===== config.mk =====
export PLATFORM = sky130hd
export DESIGN_NAME = bls_iter_addsub
export DESIGN_NICKNAME = d
export VERILOG_FILES = /design/src/rtl/bls_pkg.sv /design/src/rtl/bls_group_slice.sv /design/src/rtl/bls_iter_addsub.sv
export SDC_FILE = /design/constraint.sdc
export NUM_CORES = 1
export LEC_CHECK = 0
export ABC_AREA = 1
export BUFFER_PORTS_ARGS = -buffer_cell sky130_fd_sc_hd__buf_4
export CORE_ASPECT_RATIO = 1.4
export CORE_UTILIZATION = 35
export DETAILED_ROUTE_END_ITERATION = 8
export GPL_TIMING_DRIVEN = 0
export PLACE_DENSITY = 0.6
export SKIP_CTS_REPAIR_TIMING = 1
export SYNTH_ARGS = -nofsm -noshare
export SYNTH_HDL_FRONTEND = slang
export SYNTH_SLANG_ARGS = --single-unit

===== constraint.sdc =====
create_clock -name clk -period 5.5 [get_ports clk]
set_input_delay 0.825 -clock clk [delete_from_list [all_inputs] [get_ports clk]]
set_output_delay 0.825 -clock clk [all_outputs]
set_load 0.01 [all_outputs]

===== src/rtl/bls_pkg.sv =====
// Shared constants for the iterative add/subtract unit: operation codes,
// FSM state encoding and the default lookahead group size.
package bls_pkg;

   localparam logic MODE_SUB = 1'b0;
   localparam logic MODE_ADD = 1'b1;

   localparam logic [1:0] ST_IDLE = 2'd0;
   localparam logic [1:0] ST_RUN  = 2'd1;
   localparam logic [1:0] ST_DONE = 2'd2;

   localparam int DEFAULT_GROUP = 4;

   // Digit counter width; a single-digit operand still needs one bit.
   function automatic int cnt_width(input int n);
      return (n > 1) ? $clog2(n) : 1;
   endfunction

endpackage


===== src/rtl/bls_group_slice.sv =====
// GROUP-bit combinational add/subtract slice with a fully expanded
// generate/propagate lookahead; the chain bit is carry (add) or borrow (sub).
module bls_group_slice
   import bls_pkg::*;
#(
   parameter int GROUP = DEFAULT_GROUP
) (
   input  logic [GROUP-1:0] a,
   input  logic [GROUP-1:0] b,
   input  logic             mode,
   input  logic             chain_in,
   output logic [GROUP-1:0] res,
   output logic             chain_out
);

   logic [GROUP-1:0] g;
   logic [GROUP-1:0] p;
   logic [GROUP:0]   ch;

   // Borrow generates when a=0,b=1 and propagates when the bits are equal.
   always_comb begin
      if (mode == MODE_ADD) begin
         g = a & b;
         p = a ^ b;
      end else begin
         g = ~a & b;
         p = ~(a ^ b);
      end
   end

   // Sum-of-products for chain bit i+1, each term built directly from c0.
   function automatic logic lookahead(input int i,
                                      input logic [GROUP-1:0] gg,
                                      input logic [GROUP-1:0] pp,
                                      input logic c0);
      logic acc;
      logic term;
      acc = c0;
      for (int k = 0; k <= i; k++) acc = acc & pp[k];
      for (int j = 0; j <= i; j++) begin
         term = gg[j];
         for (int k = j + 1; k <= i; k++) term = term & pp[k];
         acc = acc | term;
      end
      return acc;
   endfunction

   always_comb begin
      ch[0] = chain_in;
      for (int i = 0; i < GROUP; i++) begin
         ch[i+1] = lookahead(i, g, p, chain_in);
      end
   end

   assign res       = (mode == MODE_ADD) ? (p ^ ch[GROUP-1:0]) : ~(p ^ ch[GROUP-1:0]);
   assign chain_out = ch[GROUP];

endmodule


===== src/rtl/bls_iter_addsub.sv =====
// Multi-cycle add/subtract: one GROUP-bit digit per clock, LSB digit first,
// with the carry/borrow chained between digits through a register.
module bls_iter_addsub
   import bls_pkg::*;
#(
   parameter int WIDTH = 16,
   parameter int GROUP = DEFAULT_GROUP
) (
   input  logic             clk,
   input  logic             rst_n,
   input  logic             start,
   input  logic             mode,
   input  logic [WIDTH-1:0] x,
   input  logic [WIDTH-1:0] y,
   input  logic             cin,
   output logic             busy,
   output logic             done,
   output logic [WIDTH-1:0] result,
   output logic             cout,
   output logic             zero,
   output logic             ovf
);

   localparam int N     = WIDTH / GROUP;
   localparam int CNT_W = cnt_width(N);
   localparam logic [CNT_W-1:0] LAST = CNT_W'(N - 1);

   logic [1:0]       state;
   logic [CNT_W-1:0] cnt;
   logic [WIDTH-1:0] x_sh;
   logic [WIDTH-1:0] y_sh;
   logic             mode_q;
   logic             chain;
   logic             accept;
   logic [GROUP-1:0] digit_res;
   logic             digit_chain;
   logic [WIDTH-1:0] result_next;
   logic             ovf_next;

   assign busy   = (state == ST_RUN);
   assign done   = (state == ST_DONE);
   assign accept = start && (state != ST_RUN);

   bls_group_slice #(.GROUP(GROUP)) u_slice (
      .a         (x_sh[GROUP-1:0]),
      .b         (y_sh[GROUP-1:0]),
      .mode      (mode_q),
      .chain_in  (chain),
      .res       (digit_res),
      .chain_out (digit_chain)
   );

   always_comb begin
      result_next = result;
      for (int d = 0; d < N; d++) begin
         if (cnt == CNT_W'(d)) result_next[d*GROUP +: GROUP] = digit_res;
      end
   end

   // On the last digit the slice inputs hold the operand MSBs.
   always_comb begin
      if (mode_q == MODE_ADD) begin
         ovf_next = (x_sh[GROUP-1] == y_sh[GROUP-1]) && (digit_res[GROUP-1] != x_sh[GROUP-1]);
      end else begin
         ovf_next = (x_sh[GROUP-1] != y_sh[GROUP-1]) && (digit_res[GROUP-1] != x_sh[GROUP-1]);
      end
   end

   // Operand shift registers carry no reset; they are only read during RUN.
   always_ff @(posedge clk) begin
      if (accept) begin
         x_sh   <= x;
         y_sh   <= y;
         mode_q <= mode;
      end else if (state == ST_RUN) begin
         x_sh <= x_sh >> GROUP;
         y_sh <= y_sh >> GROUP;
      end
   end

   always_ff @(posedge clk or negedge rst_n) begin
      if (!rst_n) begin
         state  <= ST_IDLE;
         cnt    <= '0;
         chain  <= 1'b0;
         result <= '0;
         cout   <= 1'b0;
         zero   <= 1'b0;
         ovf    <= 1'b0;
      end else begin
         case (state)
            ST_RUN: begin
               result <= result_next;
               chain  <= digit_chain;
               if (cnt == LAST) begin
                  state <= ST_DONE;
                  cout  <= digit_chain;
                  zero  <= (result_next == '0);
                  ovf   <= ovf_next;
               end else begin
                  cnt <= cnt + 1'b1;
               end
            end
            default: begin
               if (start) begin
                  state <= ST_RUN;
                  cnt   <= '0;
                  chain <= cin;
               end else begin
                  state <= ST_IDLE;
               end
            end
         endcase
      end
   end

endmodule

==> run metrics <==
Final Wtd Congestion 0.852; kind of cell adding the most delay to the critical path simple AND/OR/NAND/NOR gates; relative max-transition margin between 40% and 50%; Area Overhead vs Synth 27.4%; Avg Cell Area, Syn a little under 9 um2; status finished, final reports clean; layout cells sized above 1 between 20% and 30%; Routed WL per cell roughly 12 um; TritonCTS clock tree built; ys flop type edfxtp_1; sequential area share after synthesis between 50% and 60%; initial DRC count ~100; Synth Net Count roughly 360; first-pass GRT wire length 9690 um; CTS Buf Count 9; chain of cells forming the critical path buf_6 > inv_6 > nand2_2 > nand2_1 > xor2_1 > inv_1 > ha_1 > xor2_1 > o21ai_0 > nor3_1 > nand2_1 > nor2_1 > nand2_1 > nor2_1 > nand3_1 > o21bai_2; die area between 0.008 and 0.009 mm2; Max Fclk approximately 380 MHz; largest net degree at the start of global routing 33; DRT antenna net count 0; Required @ worst endpoint between 5 and 6 ns; setup TNS 0 ns; Mapped Cells 320; Worst Tran Pin Value ~0.76 ns; Slowest cell on crit path edfxtp_1; die height about 110 um; NumNets Final about 430; Final Cycle Share 47.6%; Final setup viols 0; DR pass1 iterations 4; startpoint class of the critical path register; CTS sink cnt 57; GRT Util Overall between 15 and 20%; Setup crit end kind register; clock latency on the worst-skew pair about 0.33 ns; core area 0.00785 mm2; PwrDens 626 mW/mm2; Yosys reg bits 57; Max FO, Critical Path 10; dpl ws ~2.9 ns; worst setup margin slightly below 3 ns; DR vias 2246; Final Skew 0.00689 ns; Placement Rows 38; Max Slew Vio Count 0; Async SR Flop Fraction between 40 and 50%; io pins 58; total power roughly 2.3 mW; DRC 0; Critical Path Most Common Cell nand2_1; hpwl dp just over 4000 um; HP Class in -> async; Distinct cells, synth 30; Arr. time, crit path 2.88 ns; synthesis warning total 0; share of the synthesized area in the top cell type around a third; cell leakage power roughly 1.8 nW; placed inst area between 0.003 and 0.004 mm2; PortBufs 57; Clock Root Buffer clkbuf_8; initial antenna violation count 0; Post-Route Utilization a little under half; RSZ-0062 raised after global routing no; Initial Utilization between 30% and 40%; clock slew at reported path FFs 0.07 ns; WP buf/inv 3; Routed WL 5750 um; top cell type by total area after synthesis edfxtp_1; Post-Syn Area around 0.0029 mm2; R2R cell count 16; vias in the first global route 2202; total gr overflow 0; CP peak stage delay around 0.38 ns; Critical Path Stages 16; diodes inserted 0; Post-Layout Cell Count 494; drt via density 4.55; most frequent cells after synthesis 123 x nand2_1, 33 x edfxtp_1, 32 x inv_1, 24 x dfrtp_1, 18 x nor2_1; Cells after DPL roughly 480; fin area 0.00363 mm2; largest buffer count on any clock path 2; EDFF count, synth 33; WHS approximately 0.38 ns; Setup CP Type reg -> reg; crit path time final approximately 2.6 ns; most frequent cell after synthesis nand2_1; Max IR drop VDD roughly 240 uV; Max H-tree Level 3; Die X-Extent roughly 80 um; final hold vios 0; Max-Cap Viols 0; fillers between 700 and 800; Synth area leaders edfxtp_1 35%, dfrtp_1 21%, nand2_1 16%
[logic make-up after synthesis]
logic type / share of synthesized area [%]
buffers and inverters: 6.23
AOI/OAI and AO/OA: 5.09
muxes: 0.395
xor gates and xnor gates: 1.49
DFF: 55.8
and+or+nand+nor: 28.8
adders and majority gates: 2.19
[flip-flops by register name (all words and copies together), names as in the netlist]
register and flops:
x_sh 16, chain 1, result 16, state 2, cnt 2, zero 1, cout 1, ovf 1
mode_q 1, y_sh 16
[per-layer routing]
| layer | wire length [um] | GRT usage (%) |
|---|---|---|
| met1 | 2370 | 16.1 |
| met2 | 2840 | 26.1 |
| met3 | 334 | 5.44 |
| met4 | 197 | 8.20 |
| met5 | 0 | 0 |
[layout make-up]
cell class	count	area (um2)	share of cell area, %
Buffer	8	37.5	1.03
Clock buffer	15	208	5.72
Clock inverter	1	5.00	0.138
Tap cell	100	125	3.44
Multi-Input combinational cell	219	1080	29.8
Inverter	36	140	3.86
Sequential cell	57	1590	43.8
Timing Repair Buffer	58	443	12.2
[worst paths after layout]
check                                 from  slack (ns)          to
worst max-delay path                mode_q        2.88        zero
worst min-delay path                 rst_n        0.38   result[6]
worst max register to register      mode_q        2.88        zero
worst min register to register  result[15]        0.49  result[15]
max in group asynchronous            rst_n        4.88        cout
min in group clk                result[15]        0.49  result[15]
[where the power goes]
group	switching [mW]	leakage (nW)	internal (mW)
combinational	0.661	1.07	0.403
sequential	0.0976	0.640	0.707
clock	0.166	0.111	0.240
total	0.924	1.82	1.35
[cells in the final DEF (no fill, tap or decap), types with 2 or more instances in the layout]
cell type,n
nand3_1,17
dfrtp_1,24
buf_4,57
o21ai_0,16
edfxtp_1,33
clkbuf_8,13
xor2_1,2
inv_1,32
ha_1,5
a31oi_1,2
inv_2,3
nand2_1,123
nand3_2,4
a21oi_1,2
nor2_1,18
clkbuf_1,8
or2_2,3
nand2_4,5
nand2_2,9
o21ai_1,3
Power figures use the tool's default switching activity.
